## src/rtl/pipeline_stall_controller_if.sv

```systemverilog
// Hazard inputs and stage-control outputs exchanged between the RV32 pipeline
// and its central stall/flush controller.
interface pipeline_stall_controller_if #(
  parameter int CNT_W = 32
);
  logic             mem_read_ex;
  logic [4:0]       rd_ex;
  logic [4:0]       rs1_id;
  logic [4:0]       rs2_id;
  logic             pc_src_ex;
  logic             mdu_start_ex;
  logic             mdu_is_div_ex;
  logic             div_done;
  logic             dmem_req_mem;
  logic             dmem_ready;

  logic             mdu_go;
  logic             pc_en;
  logic             if_id_en;
  logic             id_ex_en;
  logic             ex_mem_en;
  logic             mem_wb_en;
  logic             if_id_flush;
  logic             id_ex_flush;
  logic             ex_mem_flush;
  logic             mem_wb_flush;
  logic             mdu_busy;
  logic             mem_timeout;
  logic [CNT_W-1:0] stall_cycles;
  logic [CNT_W-1:0] flush_count;

  // Pipeline side: reports hazards, consumes enables/flushes.
  modport master (
    output mem_read_ex, rd_ex, rs1_id, rs2_id, pc_src_ex, mdu_start_ex,
           mdu_is_div_ex, div_done, dmem_req_mem, dmem_ready,
    input  mdu_go, pc_en, if_id_en, id_ex_en, ex_mem_en, mem_wb_en,
           if_id_flush, id_ex_flush, ex_mem_flush, mem_wb_flush,
           mdu_busy, mem_timeout, stall_cycles, flush_count
  );

  // Controller side.
  modport slave (
    input  mem_read_ex, rd_ex, rs1_id, rs2_id, pc_src_ex, mdu_start_ex,
           mdu_is_div_ex, div_done, dmem_req_mem, dmem_ready,
    output mdu_go, pc_en, if_id_en, id_ex_en, ex_mem_en, mem_wb_en,
           if_id_flush, id_ex_flush, ex_mem_flush, mem_wb_flush,
           mdu_busy, mem_timeout, stall_cycles, flush_count
  );
endinterface

```

## src/rtl/pipeline_stall_controller.sv

```systemverilog
// Prioritised stall/flush sequencer for the 5-stage RV32 pipeline:
// dmem wait > MUL/DIV occupancy > taken branch > load-use hazard.
module pipeline_stall_controller #(
  parameter int MUL_LATENCY = 3,
  parameter int MEM_TIMEOUT = 255,
  parameter int CNT_W       = 32
) (
  input logic                        clk,
  input logic                        reset,
  pipeline_stall_controller_if.slave bus
);
  localparam logic [1:0] RUN      = 2'd0;
  localparam logic [1:0] MDU_BUSY = 2'd1;
  localparam logic [1:0] MEM_WAIT = 2'd2;

  localparam int MUL_W  = (MUL_LATENCY > 1) ? $clog2(MUL_LATENCY) : 1;
  localparam int WAIT_W = (MEM_TIMEOUT > 1) ? $clog2(MEM_TIMEOUT) : 1;
  localparam logic [MUL_W-1:0]  MUL_INIT = MUL_W'(MUL_LATENCY - 1);
  localparam logic [WAIT_W-1:0] WAIT_MAX = WAIT_W'(MEM_TIMEOUT - 1);

  logic [1:0]        stateReg;
  logic [1:0]        stateNext;
  logic [MUL_W-1:0]  mulCntReg;
  logic              divSeenReg;
  logic [WAIT_W-1:0] waitCntReg;
  logic              memTimeoutReg;
  logic [CNT_W-1:0]  stallCyclesReg;
  logic [CNT_W-1:0]  flushCountReg;

  logic memStall;
  logic inRun;
  logic inMdu;
  logic mduEntry;
  logic mduComplete;
  logic mduHold;
  logic branchTake;
  logic loadUse;

  logic mduGo;
  logic pcEn;
  logic ifIdEn;
  logic idExEn;
  logic exMemEn;
  logic memWbEn;
  logic ifIdFlush;
  logic idExFlush;
  logic exMemFlush;
  logic memWbFlush;

  assign memStall    = bus.dmem_req_mem & ~bus.dmem_ready;
  assign inRun       = (stateReg == RUN);
  assign inMdu       = (stateReg == MDU_BUSY);
  assign mduEntry    = inRun & bus.mdu_start_ex & ~memStall;
  assign mduComplete = bus.mdu_is_div_ex ? (bus.div_done | divSeenReg)
                                         : (mulCntReg == '0);
  // EX is occupied by the MUL/DIV op: either the start cycle or an unfinished op.
  assign mduHold     = mduEntry | (inMdu & ~mduComplete & ~memStall);
  assign branchTake  = bus.pc_src_ex & ~memStall & ~mduHold;
  assign loadUse     = inRun & ~memStall & ~mduEntry & ~branchTake
                     & bus.mem_read_ex & (bus.rd_ex != 5'd0)
                     & ((bus.rd_ex == bus.rs1_id) | (bus.rd_ex == bus.rs2_id));

  always_comb begin
    mduGo      = 1'b0;
    pcEn       = 1'b1;
    ifIdEn     = 1'b1;
    idExEn     = 1'b1;
    exMemEn    = 1'b1;
    memWbEn    = 1'b1;
    ifIdFlush  = 1'b0;
    idExFlush  = 1'b0;
    exMemFlush = 1'b0;
    memWbFlush = 1'b0;
    if (reset) begin
      pcEn       = 1'b0;
      ifIdFlush  = 1'b1;
      idExFlush  = 1'b1;
      exMemFlush = 1'b1;
      memWbFlush = 1'b1;
    end else if (memStall) begin
      pcEn       = 1'b0;
      ifIdEn     = 1'b0;
      idExEn     = 1'b0;
      exMemEn    = 1'b0;
      memWbEn    = 1'b0;
      memWbFlush = 1'b1;
    end else if (mduHold) begin
      mduGo      = mduEntry;
      pcEn       = 1'b0;
      ifIdEn     = 1'b0;
      idExEn     = 1'b0;
      exMemFlush = 1'b1;
    end else if (branchTake) begin
      ifIdFlush  = 1'b1;
      idExFlush  = 1'b1;
    end else if (loadUse) begin
      pcEn       = 1'b0;
      ifIdEn     = 1'b0;
      idExFlush  = 1'b1;
    end
  end

  // A dmem wait freezes RUN into MEM_WAIT but leaves an MDU op in MDU_BUSY.
  always_comb begin
    stateNext = stateReg;
    if (memStall) begin
      if (!inMdu) begin
        stateNext = MEM_WAIT;
      end
    end else begin
      case (stateReg)
        RUN:      if (mduEntry) stateNext = MDU_BUSY;
        MDU_BUSY: if (mduComplete) stateNext = RUN;
        default:  stateNext = RUN;
      endcase
    end
  end

  always_ff @(posedge clk) begin
    if (reset) begin
      stateReg       <= RUN;
      mulCntReg      <= '0;
      divSeenReg     <= 1'b0;
      waitCntReg     <= '0;
      memTimeoutReg  <= 1'b0;
      stallCyclesReg <= '0;
      flushCountReg  <= '0;
    end else begin
      stateReg <= stateNext;

      if (mduEntry) begin
        mulCntReg  <= MUL_INIT;
        divSeenReg <= 1'b0;
      end else if (inMdu) begin
        if (mulCntReg != '0) begin
          mulCntReg <= mulCntReg - MUL_W'(1);
        end
        // Remember a div_done that lands while dmem holds the pipeline.
        if (bus.div_done) begin
          divSeenReg <= 1'b1;
        end
      end

      if (memStall) begin
        if (waitCntReg != WAIT_MAX) begin
          waitCntReg <= waitCntReg + WAIT_W'(1);
        end
        if (waitCntReg == WAIT_MAX) begin
          memTimeoutReg <= 1'b1;
        end
      end else begin
        waitCntReg <= '0;
      end

      if (!pcEn) begin
        stallCyclesReg <= stallCyclesReg + CNT_W'(1);
      end
      if (branchTake) begin
        flushCountReg <= flushCountReg + CNT_W'(1);
      end
    end
  end

  assign bus.mdu_go       = mduGo;
  assign bus.pc_en        = pcEn;
  assign bus.if_id_en     = ifIdEn;
  assign bus.id_ex_en     = idExEn;
  assign bus.ex_mem_en    = exMemEn;
  assign bus.mem_wb_en    = memWbEn;
  assign bus.if_id_flush  = ifIdFlush;
  assign bus.id_ex_flush  = idExFlush;
  assign bus.ex_mem_flush = exMemFlush;
  assign bus.mem_wb_flush = memWbFlush;
  assign bus.mdu_busy     = inMdu;
  assign bus.mem_timeout  = memTimeoutReg;
  assign bus.stall_cycles = stallCyclesReg;
  assign bus.flush_count  = flushCountReg;
endmodule

```

## src/flat_wrapper.sv

```systemverilog
// flat-port wrapper written by rule: the top's interface ports become plain ports
module pipeline_stall_controller_flat 
#(
  parameter int MUL_LATENCY = 3,
  parameter int MEM_TIMEOUT = 255,
  parameter int CNT_W       = 32
)
  (clk, reset, bus_mem_read_ex, bus_rd_ex, bus_rs1_id, bus_rs2_id, bus_pc_src_ex, bus_mdu_start_ex, bus_mdu_is_div_ex, bus_div_done, bus_dmem_req_mem, bus_dmem_ready, bus_mdu_go, bus_pc_en, bus_if_id_en, bus_id_ex_en, bus_ex_mem_en, bus_mem_wb_en, bus_if_id_flush, bus_id_ex_flush, bus_ex_mem_flush, bus_mem_wb_flush, bus_mdu_busy, bus_mem_timeout, bus_stall_cycles, bus_flush_count);
  pipeline_stall_controller_if #(.CNT_W(CNT_W)) bus_i ();
  input logic clk;
  input logic reset;
  input wire logic [$bits(bus_i.mem_read_ex)-1:0] bus_mem_read_ex;
  input wire logic [$bits(bus_i.rd_ex)-1:0] bus_rd_ex;
  input wire logic [$bits(bus_i.rs1_id)-1:0] bus_rs1_id;
  input wire logic [$bits(bus_i.rs2_id)-1:0] bus_rs2_id;
  input wire logic [$bits(bus_i.pc_src_ex)-1:0] bus_pc_src_ex;
  input wire logic [$bits(bus_i.mdu_start_ex)-1:0] bus_mdu_start_ex;
  input wire logic [$bits(bus_i.mdu_is_div_ex)-1:0] bus_mdu_is_div_ex;
  input wire logic [$bits(bus_i.div_done)-1:0] bus_div_done;
  input wire logic [$bits(bus_i.dmem_req_mem)-1:0] bus_dmem_req_mem;
  input wire logic [$bits(bus_i.dmem_ready)-1:0] bus_dmem_ready;
  output wire logic [$bits(bus_i.mdu_go)-1:0] bus_mdu_go;
  output wire logic [$bits(bus_i.pc_en)-1:0] bus_pc_en;
  output wire logic [$bits(bus_i.if_id_en)-1:0] bus_if_id_en;
  output wire logic [$bits(bus_i.id_ex_en)-1:0] bus_id_ex_en;
  output wire logic [$bits(bus_i.ex_mem_en)-1:0] bus_ex_mem_en;
  output wire logic [$bits(bus_i.mem_wb_en)-1:0] bus_mem_wb_en;
  output wire logic [$bits(bus_i.if_id_flush)-1:0] bus_if_id_flush;
  output wire logic [$bits(bus_i.id_ex_flush)-1:0] bus_id_ex_flush;
  output wire logic [$bits(bus_i.ex_mem_flush)-1:0] bus_ex_mem_flush;
  output wire logic [$bits(bus_i.mem_wb_flush)-1:0] bus_mem_wb_flush;
  output wire logic [$bits(bus_i.mdu_busy)-1:0] bus_mdu_busy;
  output wire logic [$bits(bus_i.mem_timeout)-1:0] bus_mem_timeout;
  output wire logic [$bits(bus_i.stall_cycles)-1:0] bus_stall_cycles;
  output wire logic [$bits(bus_i.flush_count)-1:0] bus_flush_count;
  assign bus_i.mem_read_ex = bus_mem_read_ex;
  assign bus_i.rd_ex = bus_rd_ex;
  assign bus_i.rs1_id = bus_rs1_id;
  assign bus_i.rs2_id = bus_rs2_id;
  assign bus_i.pc_src_ex = bus_pc_src_ex;
  assign bus_i.mdu_start_ex = bus_mdu_start_ex;
  assign bus_i.mdu_is_div_ex = bus_mdu_is_div_ex;
  assign bus_i.div_done = bus_div_done;
  assign bus_i.dmem_req_mem = bus_dmem_req_mem;
  assign bus_i.dmem_ready = bus_dmem_ready;
  assign bus_mdu_go = bus_i.mdu_go;
  assign bus_pc_en = bus_i.pc_en;
  assign bus_if_id_en = bus_i.if_id_en;
  assign bus_id_ex_en = bus_i.id_ex_en;
  assign bus_ex_mem_en = bus_i.ex_mem_en;
  assign bus_mem_wb_en = bus_i.mem_wb_en;
  assign bus_if_id_flush = bus_i.if_id_flush;
  assign bus_id_ex_flush = bus_i.id_ex_flush;
  assign bus_ex_mem_flush = bus_i.ex_mem_flush;
  assign bus_mem_wb_flush = bus_i.mem_wb_flush;
  assign bus_mdu_busy = bus_i.mdu_busy;
  assign bus_mem_timeout = bus_i.mem_timeout;
  assign bus_stall_cycles = bus_i.stall_cycles;
  assign bus_flush_count = bus_i.flush_count;
  pipeline_stall_controller #(.MUL_LATENCY(MUL_LATENCY), .MEM_TIMEOUT(MEM_TIMEOUT), .CNT_W(CNT_W)) u_core (.clk(clk), .reset(reset), .bus(bus_i));
endmodule
```

## config.mk

```make
export PLATFORM = sky130hd
export DESIGN_NAME = pipeline_stall_controller_flat
export DESIGN_NICKNAME = d
export VERILOG_FILES = /design/src/rtl/pipeline_stall_controller_if.sv /design/src/rtl/pipeline_stall_controller.sv /design/src/flat_wrapper.sv
export SDC_FILE = /design/constraint.sdc
export NUM_CORES = 1
export LEC_CHECK = 0
export ABC_AREA = 1
export CAP_MARGIN = 20
export CORE_MARGIN = 3
export CORE_UTILIZATION = 50
export DETAILED_ROUTE_END_ITERATION = 10
export PLACE_DENSITY = 0.75
export SYNTH_ARGS = -nofsm -noshare
export SYNTH_HDL_FRONTEND = slang
export SYNTH_SLANG_ARGS = --single-unit
export TNS_END_PERCENT = 5
```

## constraint.sdc

```tcl
create_clock -name clk -period 1.72 [get_ports clk]
set_input_delay 0.344 -clock clk [delete_from_list [all_inputs] [get_ports clk]]
set_output_delay 0.344 -clock clk [all_outputs]
set_load 0.03 [all_outputs]
```

==> reports/results.ini <==
[synthesis]
ys_seq_area_share_pct=31.7
yosys.area_share.simple_pct=41.9
ys.flop_type=dfxtp_1
synth_edf_count=0
synth-seq-cells=78
syn_area_mm2=0.00493
synth_fa_ha_area_share_pct=1.01
synth_top_area_share_pct=31.7
synth_top_family_by_area=simple AND/OR/NAND/NOR gates
ys_warn_count=0
ys_types=40
synth_xor_area_share_pct=7.64
synth_area_per_cell_um2=6.50
synth_area_leaders=dfxtp_1 (32%), nand2_1 (17%), nor2_1 (6.6%), a21oi_1 (6.2%), inv_1 (5.3%)
async_flop_share_pct=0
syn-num-nets=787
synth_compound_area_share_pct=8.83
synth_mux_area_share_pct=0
synthCells=759
synth_top_area_cell=dfxtp_1

[pwr]
power_frac_comb_pct=16.7
p_int_mw=2.93
ir_worst_vdd_mv=0.439
p_per_area_mw_per_mm2=596
leakage_nw=2.92
netSwitchingPower_mw=1.19
clkPwrFrac_pct=38.4
power.total_mw=4.12
swShare_pct=28.9
pwr-share-seq_pct=44.9

[cells_and_area]
areaGrowthSynthToFinish_pct=40.1
layout-drive-gt1-share_pct=20.4
instances_no_fill=1049
fin_nets=943
antenna_cells=0
final_cell_mix=nand2_1 (217), dlygate4sd2_1 (79), nor2_1 (78), buf_4 (68), inv_1 (65)
regArea_mm2=0.00158
nFillCells=823
layout_commonest_cell=nand2_1
multi_input_area_mm2=0.00313
fin_area_mm2=0.00691

[worst_setup_path]
slowest_stage=clkdlybuf4s50_1
end_kind=primary output
criticalPathCategory=primary input to primary output
crit_buf_inv=3
path_delay_family=buffers and inverters
cp.required_ps=1380
cp_cell_sequence=clkdlybuf4s50_1 -> o21ai_2 -> nand3_4 -> nand3_4 -> inv_4 -> nand2_4 -> nand2_4 -> buf_6
cp_max_fo=3
arrival_ps=1600
startpoint_type=primary input
slowest_delay_ps=440

[placement]
placed_area_mm2=0.00638
routabilityCongestion=0.969
portBuffers=99
dp_hpwl_um=11600
place_ws_ps=-424
place_inst=1019

[outcome]
violations=negative setup slack
status=complete, but fails checks

[clocking]
htreeDepth=3
postCtsHoldBufs=0
clk_root_buffer_cell=clkbuf_8
clock_sinks=78
clk_latency_ps=360
cts_buffer_depth=2
cts_tree=done
numCtsBuffers=9
clk_pin_slew_worst_paths_ps=90

[die]
ios=100
start_util_pct=52.4
rows=35
core-area_mm2=0.00942
die_area_mm2=0.0111
die_w_um=105
die_h_um=105

[timing]
drv_slew=0
setup-violations-final=8
slew_headroom_pct=60.9
rsz0062_at_grt=true
tightest_slew_ps=586
fin_crit_sh_pct=113
max_freq_mhz=515
finalHoldViolCount=0
skew_ps=15.8
setup_ws_ps=-220
period_needed_ps=1940

[grt]
grt_first_pass_wirelength_um=25900
antenna_found_initial=0
overflow=0
grt_max_degree=49
track_usage_pct=28.0
grt_pass1_vias=5419

[routing]
vias=5760
wl_um=16200
drtIter0Drc=416
wire_per_inst_um=15.5
avgViaCountPerCell=5.49
final_antenna_net_count=0
drtPass1Iterations=5
drcViolationCount=0

[hold_path]
min_path_type=primary input to register

[job]
max_cap_viol_count=0

## worst paths after layout
check                           slack (ps)                    from                           to  depth (start not counted)
worst max-delay path                  -220            bus_div_done                 bus_if_id_en                          8
worst min register to register         460  u_core.bus.mem_timeout       u_core.bus.mem_timeout                          2
worst min-delay path                   320                   reset   u_core.bus.flush_count[12]                          2
worst max register to register           0      u_core.stateReg[0]  u_core.bus.stall_cycles[26]                         11
## power by group through the flow
| stage | combinational [mW] | sequential (mW) | clock (mW) |
|---|---|---|---|
| floorplan | 0.278 | 1.91 | 0 |
| global placement | 0.554 | 1.89 | 0 |
| CTS | 0.605 | 1.85 | 1.61 |
| finish | 0.687 | 1.85 | 1.58 |
| global route | 0.727 | 1.85 | 1.68 |
| detailed placement | 0.567 | 1.89 | 0 |
## flip-flops by register name, indices dropped and copies added (netlist names)
name,count
u_core.bus.flush_count,32
u_core.bus.mem_timeout,1
u_core.bus.stall_cycles,32
u_core.divSeenReg,1
u_core.mulCntReg,2
u_core.stateReg,2
u_core.waitCntReg,8
## per-layer routing
metal / GRT usage, % / part of all wire (%) / vias to the layer above
met5: 0 / 0 / -
met4: 7.03 / 1.7 / 0
met3: 4.41 / 5.9 / 32
met2: 46.1 / 47 / 218
met1: 38.1 / 46 / 2720
li1: - / - / 2790
## per-stage QoR
step | setup TNS [ps] | utilization (%) | hold WS, ps
floorplan | -44.1 | - | 420
global placement | -16710 | 67.8 | 445
detailed placement | -20160 | 67.8 | 448
CTS | -3780 | 70.9 | 284
global route | -2540 | 73.4 | 318
finish | -1100 | 73.4 | 323
## Yosys cell counts (3+ instances only)
cell and number:
dfxtp_1 78, nand4_1 40, clkbuf_1 10, ha_1 4, o21ai_0 13, nor3_1 28
xor2_1 30, buf_6 3, inv_2 6, a31oi_1 4, a21oi_1 61, nor3_2 9
nand3_2 5, nor2_1 87, xnor2_1 13, nor2_2 4, buf_4 3, nand2_1 223
buf_2 10, inv_1 70, nand3_1 32, and3_1 3
## logic make-up after synthesis
| family | Yosys count |
|---|---|
| buffers and inverters | 105 |
| AOI/OAI and AO/OA | 83 |
| adders and majority gates | 4 |
| DFF | 78 |
| and+or+nand+nor | 446 |
| xor gates and xnor gates | 43 |
## area by class of cell
cell class	count	share of cell area [%]
timing repair buffer	172	21.8
inverter	78	4.40
tap	129	2.34
multi-input combinational	576	45.3
clock buffer	9	1.79
sequential	78	22.9
clock inverter	7	1.41
## timing repair
item,CTS,global route
cloned,0,1
setup endpoints to repair,73,54
setup buffers,13,3
gates resized for setup,107,66
pin swaps,11,18
No activity file was read; power rests on OpenSTA's default activity.
